<file path="src/rtl/uart_rx_frame.sv">
// uart_rx_frame: UART receiver for start + 8 data (LSB first) + parity + stop.
// Each bit is sampled once at mid-bit. The received byte and its status are
// held for the host, which consumes them with a READ strobe.
module uart_rx_frame #(
  parameter int unsigned BIT_TIME   = 5208,
  parameter int unsigned CNT_W      = 16,
  parameter int unsigned PARITY_ODD = 0
) (
  input  logic       clk,
  input  logic       reset,
  input  logic       RX,
  input  logic       READ,
  output logic [7:0] DATA,
  output logic       RXRDY,
  output logic       PERR,
  output logic       FERR,
  output logic       OVF
);

  typedef enum logic [2:0] {
    ST_IDLE,
    ST_START,
    ST_DATA,
    ST_PARITY,
    ST_STOP
  } state_t;

  localparam logic [CNT_W-1:0] T_HALF = CNT_W'(BIT_TIME / 2 - 1);
  localparam logic [CNT_W-1:0] T_FULL = CNT_W'(BIT_TIME - 1);
  localparam logic             ODD    = (PARITY_ODD != 0);

  state_t           state, state_n;
  logic [CNT_W-1:0] timer, timer_n;
  logic [2:0]       bitcnt, bitcnt_n;
  logic [7:0]       shreg, shreg_n;
  logic             par, par_n;
  logic [7:0]       data_n;
  logic             rdy_n, perr_n, ferr_n, ovf_n;

  logic rx_m, rx_s, rx_d;

  // Two-flop synchronizer for the asynchronous RX line, plus one history flop for edge detection
  always_ff @(posedge clk or negedge reset) begin
    if (!reset) begin
      rx_m <= 1'b1;
      rx_s <= 1'b1;
      rx_d <= 1'b1;
    end else begin
      rx_m <= RX;
      rx_s <= rx_m;
      rx_d <= rx_s;
    end
  end

  // FSM, bit timer, shift register and host-visible status registers
  always_ff @(posedge clk or negedge reset) begin
    if (!reset) begin
      state  <= ST_IDLE;
      timer  <= '0;
      bitcnt <= '0;
      shreg  <= '0;
      par    <= 1'b0;
      DATA   <= '0;
      RXRDY  <= 1'b0;
      PERR   <= 1'b0;
      FERR   <= 1'b0;
      OVF    <= 1'b0;
    end else begin
      state  <= state_n;
      timer  <= timer_n;
      bitcnt <= bitcnt_n;
      shreg  <= shreg_n;
      par    <= par_n;
      DATA   <= data_n;
      RXRDY  <= rdy_n;
      PERR   <= perr_n;
      FERR   <= ferr_n;
      OVF    <= ovf_n;
    end
  end

  // Next-state logic: host handshake first, so a frame completing on the same
  // edge as READ overrides the RXRDY clear and suppresses the overrun flag
  always_comb begin
    state_n  = state;
    timer_n  = timer + 1'b1;
    bitcnt_n = bitcnt;
    shreg_n  = shreg;
    par_n    = par;
    data_n   = DATA;
    rdy_n    = RXRDY;
    perr_n   = PERR;
    ferr_n   = FERR;
    ovf_n    = OVF;

    if (READ && RXRDY) begin
      rdy_n = 1'b0;
      ovf_n = 1'b0;
    end

    unique case (state)
      ST_IDLE: begin
        timer_n = '0;
        if (!rx_s && rx_d) begin
          state_n = ST_START;
        end
      end

      ST_START: begin
        if (timer == T_HALF) begin
          timer_n = '0;
          if (!rx_s) begin
            state_n  = ST_DATA;
            bitcnt_n = '0;
          end else begin
            state_n = ST_IDLE;
          end
        end
      end

      ST_DATA: begin
        if (timer == T_FULL) begin
          timer_n  = '0;
          shreg_n  = {rx_s, shreg[7:1]};
          bitcnt_n = bitcnt + 3'd1;
          if (bitcnt == 3'd7) begin
            state_n = ST_PARITY;
          end
        end
      end

      ST_PARITY: begin
        if (timer == T_FULL) begin
          timer_n = '0;
          par_n   = rx_s;
          state_n = ST_STOP;
        end
      end

      ST_STOP: begin
        if (timer == T_FULL) begin
          timer_n = '0;
          data_n  = shreg;
          perr_n  = ((^shreg) ^ par) != ODD;
          ferr_n  = ~rx_s;
          rdy_n   = 1'b1;
          if (RXRDY && !READ) begin
            ovf_n = 1'b1;
          end
          state_n = ST_IDLE;
        end
      end

      default: begin
        state_n = ST_IDLE;
        timer_n = '0;
      end
    endcase
  end

endmodule

</file>
<file path="config.mk">
export PLATFORM = sky130hd
export DESIGN_NAME = uart_rx_frame
export DESIGN_NICKNAME = d
export VERILOG_FILES = /design/src/rtl/uart_rx_frame.sv
export SDC_FILE = /design/constraint.sdc
export NUM_CORES = 1
export LEC_CHECK = 0
export ABC_CLOCK_PERIOD_IN_PS = 2100
export CORE_ASPECT_RATIO = 1.4
export CORE_UTILIZATION = 55
export DETAILED_ROUTE_END_ITERATION = 12
export MAX_ROUTING_LAYER = met4
export PLACE_DENSITY = 0.8
export SYNTH_ARGS = -nofsm -noshare
export SYNTH_HDL_FRONTEND = slang
export SYNTH_SLANG_ARGS = --single-unit
</file>
<file path="constraint.sdc">
create_clock -name clk -period 2.1 [get_ports clk]
set_input_delay 0.42 -clock clk [delete_from_list [all_inputs] [get_ports clk]]
set_output_delay 0.42 -clock clk [all_outputs]
set_load 0.01 [all_outputs]
</file>
==> results.json, run 1 <==
{
  "final-setup-viol-count": 0,
  "synth-seq-area-share_pct": 52.6,
  "synth-edff-count": 0,
  "max_stage_delay_ps": 400,
  "placed_cells": 240,
  "startpoint": "timer[0]",
  "tightest_slew_ps": 358,
  "rsz0062_at_grt": "no",
  "finalInstanceArea_um2": 2580,
  "crit_chain": "ha_1 > and4bb_2 > nand4_4 > nor2_8 > o21ai_2 > mux2_4",
  "endpoint_kind": "register",
  "clk_pin_slew_ps": 90,
  "grt_overflow": 0,
  "clockBufferDepth": 2,
  "synth_ff_type": "dfrtp_1",
  "setup_tns_ps": 0,
  "fin_crit_sh_pct": 94.8,
  "vias": 1466,
  "synth_seq_cells": 46,
  "finalCriticalPeriod_ps": 1990,
  "boundaryPins": 16,
  "max_freq_ghz": 0.502,
  "row_count": 26,
  "wirelength_um": 4120,
  "hold_viol": 0,
  "start_util_pct": 58.7,
  "ant_nets": 0,
  "finalMaxSlewViolations": 0,
  "drt-initial-drc-count": 34,
  "viasPerCell": 5.89,
  "antenna_found_initial": 0,
  "avgSynthCellArea_um2": 12.1,
  "nNetsFinal": 213,
  "grt_pass1_wl_um": 7080,
  "syn_to_final_growth_pct": 17.7,
  "grt_use_total_pct": 21.9,
  "drc": 0,
  "rr_startpoint": "timer[0]",
  "final_cell_count_no_fill": 249,
  "maxSlewHeadroom_pct": 75.5,
  "cap_violations": 0,
  "syn_area_um2": 2200,
  "cp.arrival_ps": 2170,
  "diodes": 0,
  "powerDensity_nw_per_um2": 840,
  "start_kind": "register",
  "yosysWarnings": 0,
  "crit_required_ps": 2280,
  "cp_max_fo": 9,
  "multi_input_area_um2": 1010,
  "final_layout_size_suffix_gt1_share_pct": 24.6,
  "cts_tree": "built",
  "htree_levels": 2,
  "place_area_um2": 2420,
  "layout_common_cells": "dfrtp_1, nor2_1, mux2_2",
  "cts_buffers": 5,
  "finalWeightedCongestion": 0.849,
  "cts_root_buf": "clkbuf_8",
  "firstDrtPassIters": 4,
  "die_w_um": 55.4,
  "synth_cell_types": 40,
  "dpl_worst_slack_ps": 127,
  "slowest_stage": "dfrtp_1",
  "power.leakage_nw": 1.23,
  "ir_drop_mv": 0.636,
  "core_um2": 3740,
  "register_area_um2": 1150,
  "setup_ws_ps": 109,
  "io_buffers": 15,
  "layout_commonest_cell": "dfrtp_1",
  "synth_nets": 189,
  "clock_skew_ps": 8.25,
  "grt_start_max_net_pins": 47,
  "async_flop_share_pct": 100,
  "dp_hpwl_um": 2960,
  "die_h_um": 76.8,
  "dieArea_um2": 4250,
  "grt_pass1_vias": 1586,
  "clock_sinks": 46,
  "status": "complete, no violations",
  "wl_per_cell_um": 16.6,
  "syn_inst": 182,
  "critPathKind": "register to register",
  "clock_latency_ps": 300,
  "cts_resized": 0,
  "nFillCells": 292,
  "hold_path_class": "primary input to async pin"
}
[worst max-delay path: cells and delay by family, from the launching register on]
kind | cells | cell delay (ps)
AO/OA/AOI/OAI | 1 | 120
adder cells (fa/ha/maj) | 1 | 260
flip-flops | 1 | 400
multiplexers | 1 | 320
AND/OR/NAND/NOR | 3 | 780
[metal layers]
layer | vias to the layer above | track usage (%) | part of all wire [%]
li1 | 686 | - | -
met1 | 727 | 23.3 | 39
met2 | 39 | 38.0 | 55
met3 | 14 | 4.55 | 3.3
met4 | 0 | 11.5 | 2.2
met5 | - | - | 0
[synth_stat cells, drive strengths merged, types with 2 or more instances]
master	number	area (um2)
dfrtp	43	1080
and3	6	37.5
nand3b	2	15.0
buf	4	22.5
nor2	25	118
a21oi	4	20.0
dfstp	3	78.8
o21ai	5	32.5
ha	3	37.5
and4bb	4	50.1
mux2	21	244
inv	3	11.3
nand4	5	46.3
xnor2	12	105
nand2	7	26.3
nand3	5	25.0
xor2	9	78.8
a31oi	3	18.8
nor3	5	30.0
[layout make-up]
| type | instances | share of cell area [%] |
|---|---|---|
| Tap cell | 42 | 2.03 |
| Sequential cell | 46 | 44.7 |
| Multi-Input combinational cell | 129 | 39.0 |
| Timing Repair Buffer | 21 | 8.33 |
| Clock inverter | 2 | 2.32 |
| Inverter | 3 | 0.436 |
| Clock buffer | 6 | 3.20 |
[stage by stage]
step | hold WS [ps] | power, mW | utilization (%)
2_1_floorplan | 124 | 1.26 | -
3_3_place_gp | 350 | 1.36 | 64.7
3_5_place_dp | 348 | 1.39 | 64.7
4_1_cts | 95.3 | 2.18 | 68.5
5_1_grt | 121 | 2.26 | 69.1
6_report | 76.6 | 2.17 | 69.1
[logic make-up after synthesis]
logic type                 synth area share [%]
and+or+nand+nor                            18.2
buffers and inverters                      1.54
xor gates and xnor gates                   8.38
AOI/OAI and AO/OA                          5.98
muxes                                      11.6
DFF                                        52.6
adders and majority gates                  1.71
[worst paths after layout]
| path | endpoint | slack (ps) | cells past startpoint |
|---|---|---|---|
| max | bitcnt[1] | 110 | 6 |
| min | timer[5] | 80 | 2 |
| max reg2reg | bitcnt[1] | 110 | 6 |
| min reg2reg | rx_s | 360 | 0 |
| max in group asynchronous | rx_s | 1740 | 2 |
| min in group clk | rx_s | 360 | 0 |
[timing repair]
action,4_1_cts,5_1_grt
endpoints found under the setup margin,0,1
hold buffers,0,0
setup buffers,0,1
[registers in the layout, summed over array words and instances (netlist names), named ones only]
name / cells
DATA: 8
FERR: 1
PERR: 1
RXRDY: 1
bitcnt: 3
par: 1
rx_d: 1
rx_m: 1
rx_s: 1
shreg: 8
state: 3
timer: 16
[report_power, final]
part | total, mW | switching, mW | leakage, nW | internal, mW
sequential | 0.996 | 0.0570 | 0.624 | 0.939
combinational | 0.382 | 0.230 | 0.535 | 0.152
clock | 0.792 | 0.285 | 0.0714 | 0.507
No activity file was read; power rests on OpenSTA's default activity.
==> run 2, diff against run 1 <==
--- a/config.mk
+++ b/config.mk
@@ -5,6 +5,7 @@
 export SDC_FILE = /design/constraint.sdc
 export NUM_CORES = 1
 export LEC_CHECK = 0
+export ABC_AREA = 1
 export ABC_CLOCK_PERIOD_IN_PS = 2100
 export CORE_ASPECT_RATIO = 1.4
 export CORE_UTILIZATION = 55
==> run 2 against run 1 <==
Synthesized cell count grew 66%. Utilization shrank 4.1 points. Global-route usage grew 1.3 points. Sequential power shrank 3.6%. Hold slack gained 110 ps. Setup slack gained 310 ps. Total power shrank 1.7%. Non-clock buffer count shrank 5. Clock skew grew 2.7 ps. Sequential cell count is the same. Final cell count grew 54%. Critical path type is now register to primary output.
==> results.json, run 2 <==
{
  "status": "complete, no violations",
  "yosysWarnings": 0,
  "clockBufferDepth": 2,
  "synth_cell_types": 29,
  "synth-seq-area-share_pct": 47.7,
  "finalMaxSlewViolations": 0,
  "antenna_found_initial": 0,
  "slowest_stage": "clkdlybuf4s50_1",
  "syn_area_um2": 2420,
  "cap_violations": 0,
  "clock_sinks": 46,
  "r2r_slack_ps": 420,
  "clock_latency_ps": 300,
  "rsz0062_at_grt": "no",
  "grt_start_max_net_pins": 47,
  "cts_resized": 0,
  "dpl_worst_slack_ps": 473,
  "fin_crit_sh_pct": 80.3,
  "nNetsFinal": 330,
  "power.leakage_nw": 1.27,
  "htree_levels": 2,
  "layout_commonest_cell": "nand2_1",
  "start_kind": "register",
  "multi_input_area_um2": 1070,
  "drt-met1-wl_um": 1830,
  "die_w_um": 58.1,
  "clk_pin_slew_ps": 80,
  "firstDrtPassIters": 4,
  "maxSlewHeadroom_pct": 62.4,
  "avgSynthCellArea_um2": 7.99,
  "endpoint_kind": "primary output",
  "crit_chain": "clkdlybuf4s50_1",
  "largest-register": "timer",
  "max_stage_delay_ps": 560,
  "ctsHoldBuffers": 0,
  "clock_skew_ps": 10.9,
  "grt_pass1_wl_um": 8060,
  "grt_overflow": 0,
  "dp_hpwl_um": 3430,
  "dr_wl_met3_um": 138,
  "dieArea_um2": 4680,
  "cts_root_buf": "clkbuf_8",
  "start_util_pct": 57.1,
  "ir_drop_mv": 0.625,
  "wirelength_um": 4600,
  "final_layout_size_suffix_gt1_share_pct": 16.4,
  "final_core_utilization_pct": 65.0,
  "finalWeightedCongestion": 0.987,
  "crit_required_ps": 1680,
  "grt_pass1_vias": 2037,
  "setup_ws_ps": 414,
  "grt_use_total_pct": 23.3,
  "hold_path_class": "primary input to async pin",
  "yosysMostFrequentCell": "nand2_1",
  "boundaryPins": 16,
  "route.met2.wl_um": 2440,
  "layout_common_cells": "nand2_1, dfrtp_1, inv_1",
  "drc": 0,
  "finalCriticalPeriod_ps": 1690,
  "wl_per_cell_um": 12.0,
  "io_buffers": 15,
  "final_cell_count_no_fill": 384,
  "row_count": 28,
  "synth_nets": 310,
  "tightest_slew_ps": 564,
  "nFillCells": 349,
  "hold_viol": 0,
  "largest_reg_flops": 16,
  "placed_cells": 376,
  "register_area_um2": 1150,
  "final-setup-viol-count": 0,
  "diodes": 0,
  "powerDensity_nw_per_um2": 774,
  "vias": 1966,
  "max_freq_ghz": 0.593,
  "setup_tns_ps": 0,
  "syn_to_final_growth_pct": 13.7,
  "drt-initial-drc-count": 119,
  "die_h_um": 80.5,
  "post_cts_buffers": 0,
  "core_um2": 4240,
  "cp_max_fo": 4,
  "synth_seq_cells": 46,
  "path_buf_inv": 1,
  "ant_nets": 0,
  "netlist.area_leader.share_pct": 44.4,
  "viasPerCell": 5.12,
  "synth-edff-count": 0,
  "synth.area.top_cells": "dfrtp_1, nand2_1, inv_1, nand3_1, nor2_2",
  "power_mw": 2.13,
  "async_flop_share_pct": 100,
  "cp.arrival_ps": 1270,
  "synth_ff_type": "dfrtp_1",
  "cts_buffers": 5,
  "top_layer": "met4",
  "yosysTopAreaCell": "dfrtp_1",
  "largestRegisters": "timer: 16 flops, DATA: 8 flops, shreg: 8 flops",
  "critPathKind": "register to primary output",
  "cts_tree": "built",
  "syn_inst": 303,
  "synthTopCellsByCount": "nand2_1, dfrtp_1, inv_1",
  "worst_path_dominant_cell_family": "buffers and inverters"
}
## run 2: cell types whose count changed after synthesis, sizes merged, moves of 11 or more
| cell | delta |
|---|---|
| nor2 | +21 |
| xnor2 | -11 |
| o21ai | +19 |
| nand2 | +86 |
| nand3 | +18 |
| mux2 | -21 |
| inv | +37 |
## run 2: logic make-up after synthesis
group	count (synthesis)	share of synthesized area, %
compound gates	28	7.44
buf+inv	44	8.01
xor+xnor	7	2.53
simple gates	175	32.8
fa+ha+maj	3	1.55
flops	46	47.7
## run 2: final cells by class
type | count | area share [%]
Timing Repair Buffer | 16 | 5.54
Multi-Input combinational cell | 213 | 38.9
Clock inverter | 2 | 2.18
Sequential cell | 46 | 41.9
Tap cell | 60 | 2.73
Clock buffer | 6 | 3.00
Inverter | 41 | 5.68
## run 2: worst paths after layout
check / start / to / depth (start not counted)
min in group clk: rx_m / rx_s / 0
max in group asynchronous: reset / timer[12] / 2
max reg2reg: timer[0] / timer[8] / 10
min reg2reg: rx_m / rx_s / 0
max: RXRDY / RXRDY / 1
min: reset / timer[7] / 2
## run 2: power by group
group	total, mW	switching (mW)	internal [mW]
logic	0.364	0.268	0.0966
registers	0.960	0.0378	0.923
clock network	0.808	0.300	0.508
total	2.13	0.606	1.53
## run 2: through the flow
stage          area (um2)  hold WS [ps]
2_1_floorplan        2420           124
3_3_place_gp         2610           349
3_5_place_dp         2610           348
4_1_cts              2750           214
5_1_grt              2750           257
6_report             2750           185
## run 2: layer usage
metal | GRT usage (%) | vias up
li1 | - | 985
met1 | 23.1 | 917
met2 | 40.7 | 44
met3 | 4.03 | 20
met4 | 16.0 | 0
met5 | - | -
==> run 3, diff against run 2 <==
--- a/config.mk
+++ b/config.mk
@@ -6,7 +6,7 @@
 export NUM_CORES = 1
 export LEC_CHECK = 0
 export ABC_AREA = 1
-export ABC_CLOCK_PERIOD_IN_PS = 2100
+export ABC_CLOCK_PERIOD_IN_PS = 1600
 export CORE_ASPECT_RATIO = 1.4
 export CORE_UTILIZATION = 55
 export DETAILED_ROUTE_END_ITERATION = 12
==> constraint.sdc (replaced) <==
create_clock -name clk -period 1.6 [get_ports clk]
set_input_delay 0.32 -clock clk [delete_from_list [all_inputs] [get_ports clk]]
set_output_delay 0.32 -clock clk [all_outputs]
set_load 0.01 [all_outputs]
==> run 3 against run 2 <==
Setup slack worse by 340 ps. Critical path type unchanged. Combinational power is 66% higher. Critical endpoint unchanged. Register-to-register slack worse by 320 ps.
==> results.json, run 3 (synthesis gave the netlist of run 2 again) <==
{
  "status": "complete, no violations",
  "clockBufferDepth": 2,
  "fin_crit_sh_pct": 95.6,
  "reg2reg_depth": 9,
  "path_depth": 1,
  "row_count": 28,
  "max_stage_delay_ps": 540,
  "die_w_um": 58.1,
  "grt_pass1_wl_um": 7790,
  "dp_hpwl_um": 3460,
  "path_buf_inv": 1,
  "powerDensity_nw_per_um2": 956,
  "largestRegisters": "timer: 16 flops, DATA: 8 flops, shreg: 8 flops",
  "grt_overflow": 0,
  "ant_nets": 0,
  "endpoint_kind": "primary output",
  "start_kind": "register",
  "clock_skew_ps": 8.40,
  "crit_chain": "clkdlybuf4s50_1",
  "finalCriticalPeriod_ps": 1530,
  "finalMaxSlewViolations": 0,
  "ir_drop_mv": 0.713,
  "cts_buffers": 5,
  "layout_commonest_cell": "nand2_1",
  "clk_pin_slew_ps": 80,
  "clock_latency_ps": 300,
  "grt_start_max_net_pins": 21,
  "finalInstanceArea_um2": 2840,
  "tightest_slew_ps": 436,
  "max_freq_ghz": 0.654,
  "drt-initial-drc-count": 105,
  "rr_startpoint": "timer[0]",
  "power.leakage_nw": 1.30,
  "vias": 2033,
  "cp_max_fo": 3,
  "cts_root_buf": "clkbuf_8",
  "largest-register": "timer",
  "dieArea_um2": 4680,
  "drc": 0,
  "hold_viol": 0,
  "grt_pass1_vias": 1896,
  "crit_required_ps": 1280,
  "maxSlewHeadroom_pct": 71.0,
  "cap_violations": 0,
  "critPathKind": "register to primary output",
  "wirelength_um": 4730,
  "cp.arrival_ps": 1210,
  "wl_per_cell_um": 12.1,
  "layout_common_cells": "nand2_1, dfrtp_1, inv_1",
  "firstDrtPassIters": 4,
  "hold_path_class": "register to register",
  "nNetsFinal": 338,
  "largest_reg_flops": 16,
  "final-setup-viol-count": 0,
  "io_buffers": 15,
  "worst_path_dominant_cell_family": "buffers and inverters",
  "diodes": 0,
  "syn_to_final_growth_pct": 17.5,
  "viasPerCell": 5.19,
  "start_util_pct": 57.1,
  "boundaryPins": 16,
  "finalWeightedCongestion": 0.983,
  "cts_tree": "built",
  "antenna_found_initial": 0,
  "r2r_slack_ps": 100,
  "startpoint": "RXRDY",
  "endpoint": "RXRDY",
  "slowest_stage": "clkdlybuf4s50_1",
  "clock_sinks": 46,
  "htree_levels": 2,
  "die_h_um": 80.5,
  "grt_use_total_pct": 22.3,
  "hold_ws_ps": 360,
  "r2r_end": "DATA[2]",
  "final_layout_size_suffix_gt1_share_pct": 19.6,
  "place_area_um2": 2660,
  "core_um2": 4240
}
==> run 3: power breakdown <==
| group | total, mW | leakage [nW] | switching (mW) | internal (mW) |
|---|---|---|---|---|
| registers | 1.26 | 0.626 | 0.0498 | 1.21 |
| clock network | 0.854 | 0.0514 | 0.388 | 0.466 |
| logic | 0.604 | 0.618 | 0.419 | 0.185 |
| total | 2.72 | 1.30 | 0.856 | 1.86 |
==> run 3: through the flow <==
step | instances | power [mW] | util (%) | setup TNS [ps] | worst slack (ps)
floorplan | 303 | 1.68 | - | 0 | 98.5
global placement | 381 | 1.75 | 62.8 | 0 | 89.0
CTS | 390 | 2.62 | 65.6 | 0 | 1.40
finish | 392 | 2.72 | 67.1 | 0 | 69.9
detailed placement | 381 | 1.77 | 62.8 | 0 | 28.7
global route | 392 | 2.85 | 67.1 | -0.411 | -0.411
==> run 3: layout make-up <==
type / instances / area (um2)
well taps: 60 / 75.1
flip-flops and latches: 46 / 1160
multi-input cells: 213 / 1110
inverters: 41 / 166
repair buffers: 23 / 220
fillers: 351 / 1400
clock buffers: 6 / 72.6
repair inverters: 1 / 8.76
clock inverters: 2 / 37.5
==> run 3: worst min-delay path by stage <==
stage,from,end,slack [ps],cells after the start
CTS,rx_m,rx_s,360,0
global placement,reset,timer[5],290,1
floorplan,reset,DATA[0],20,0
finish,rx_m,rx_s,360,0
global route,rx_m,rx_s,360,0
detailed placement,reset,timer[5],290,1
==> run 3: what timing repair did <==
action / in CTS / in global routing
endpoints found under the hold margin: 15 / 0
buffers inserted: 0 / 1
hold buffers: 1 / 0
resized for setup: 0 / 14
endpoints found under the setup margin: 0 / 27
==> run 3: metal layers <==
metal	global-route usage [%]	routed length, um	vias up
met3	4.51	174	11
met1	22.9	1920	968
met2	40.6	2520	46
met4	9.52	112	0
li1	-	-	1008
met5	-	0	-
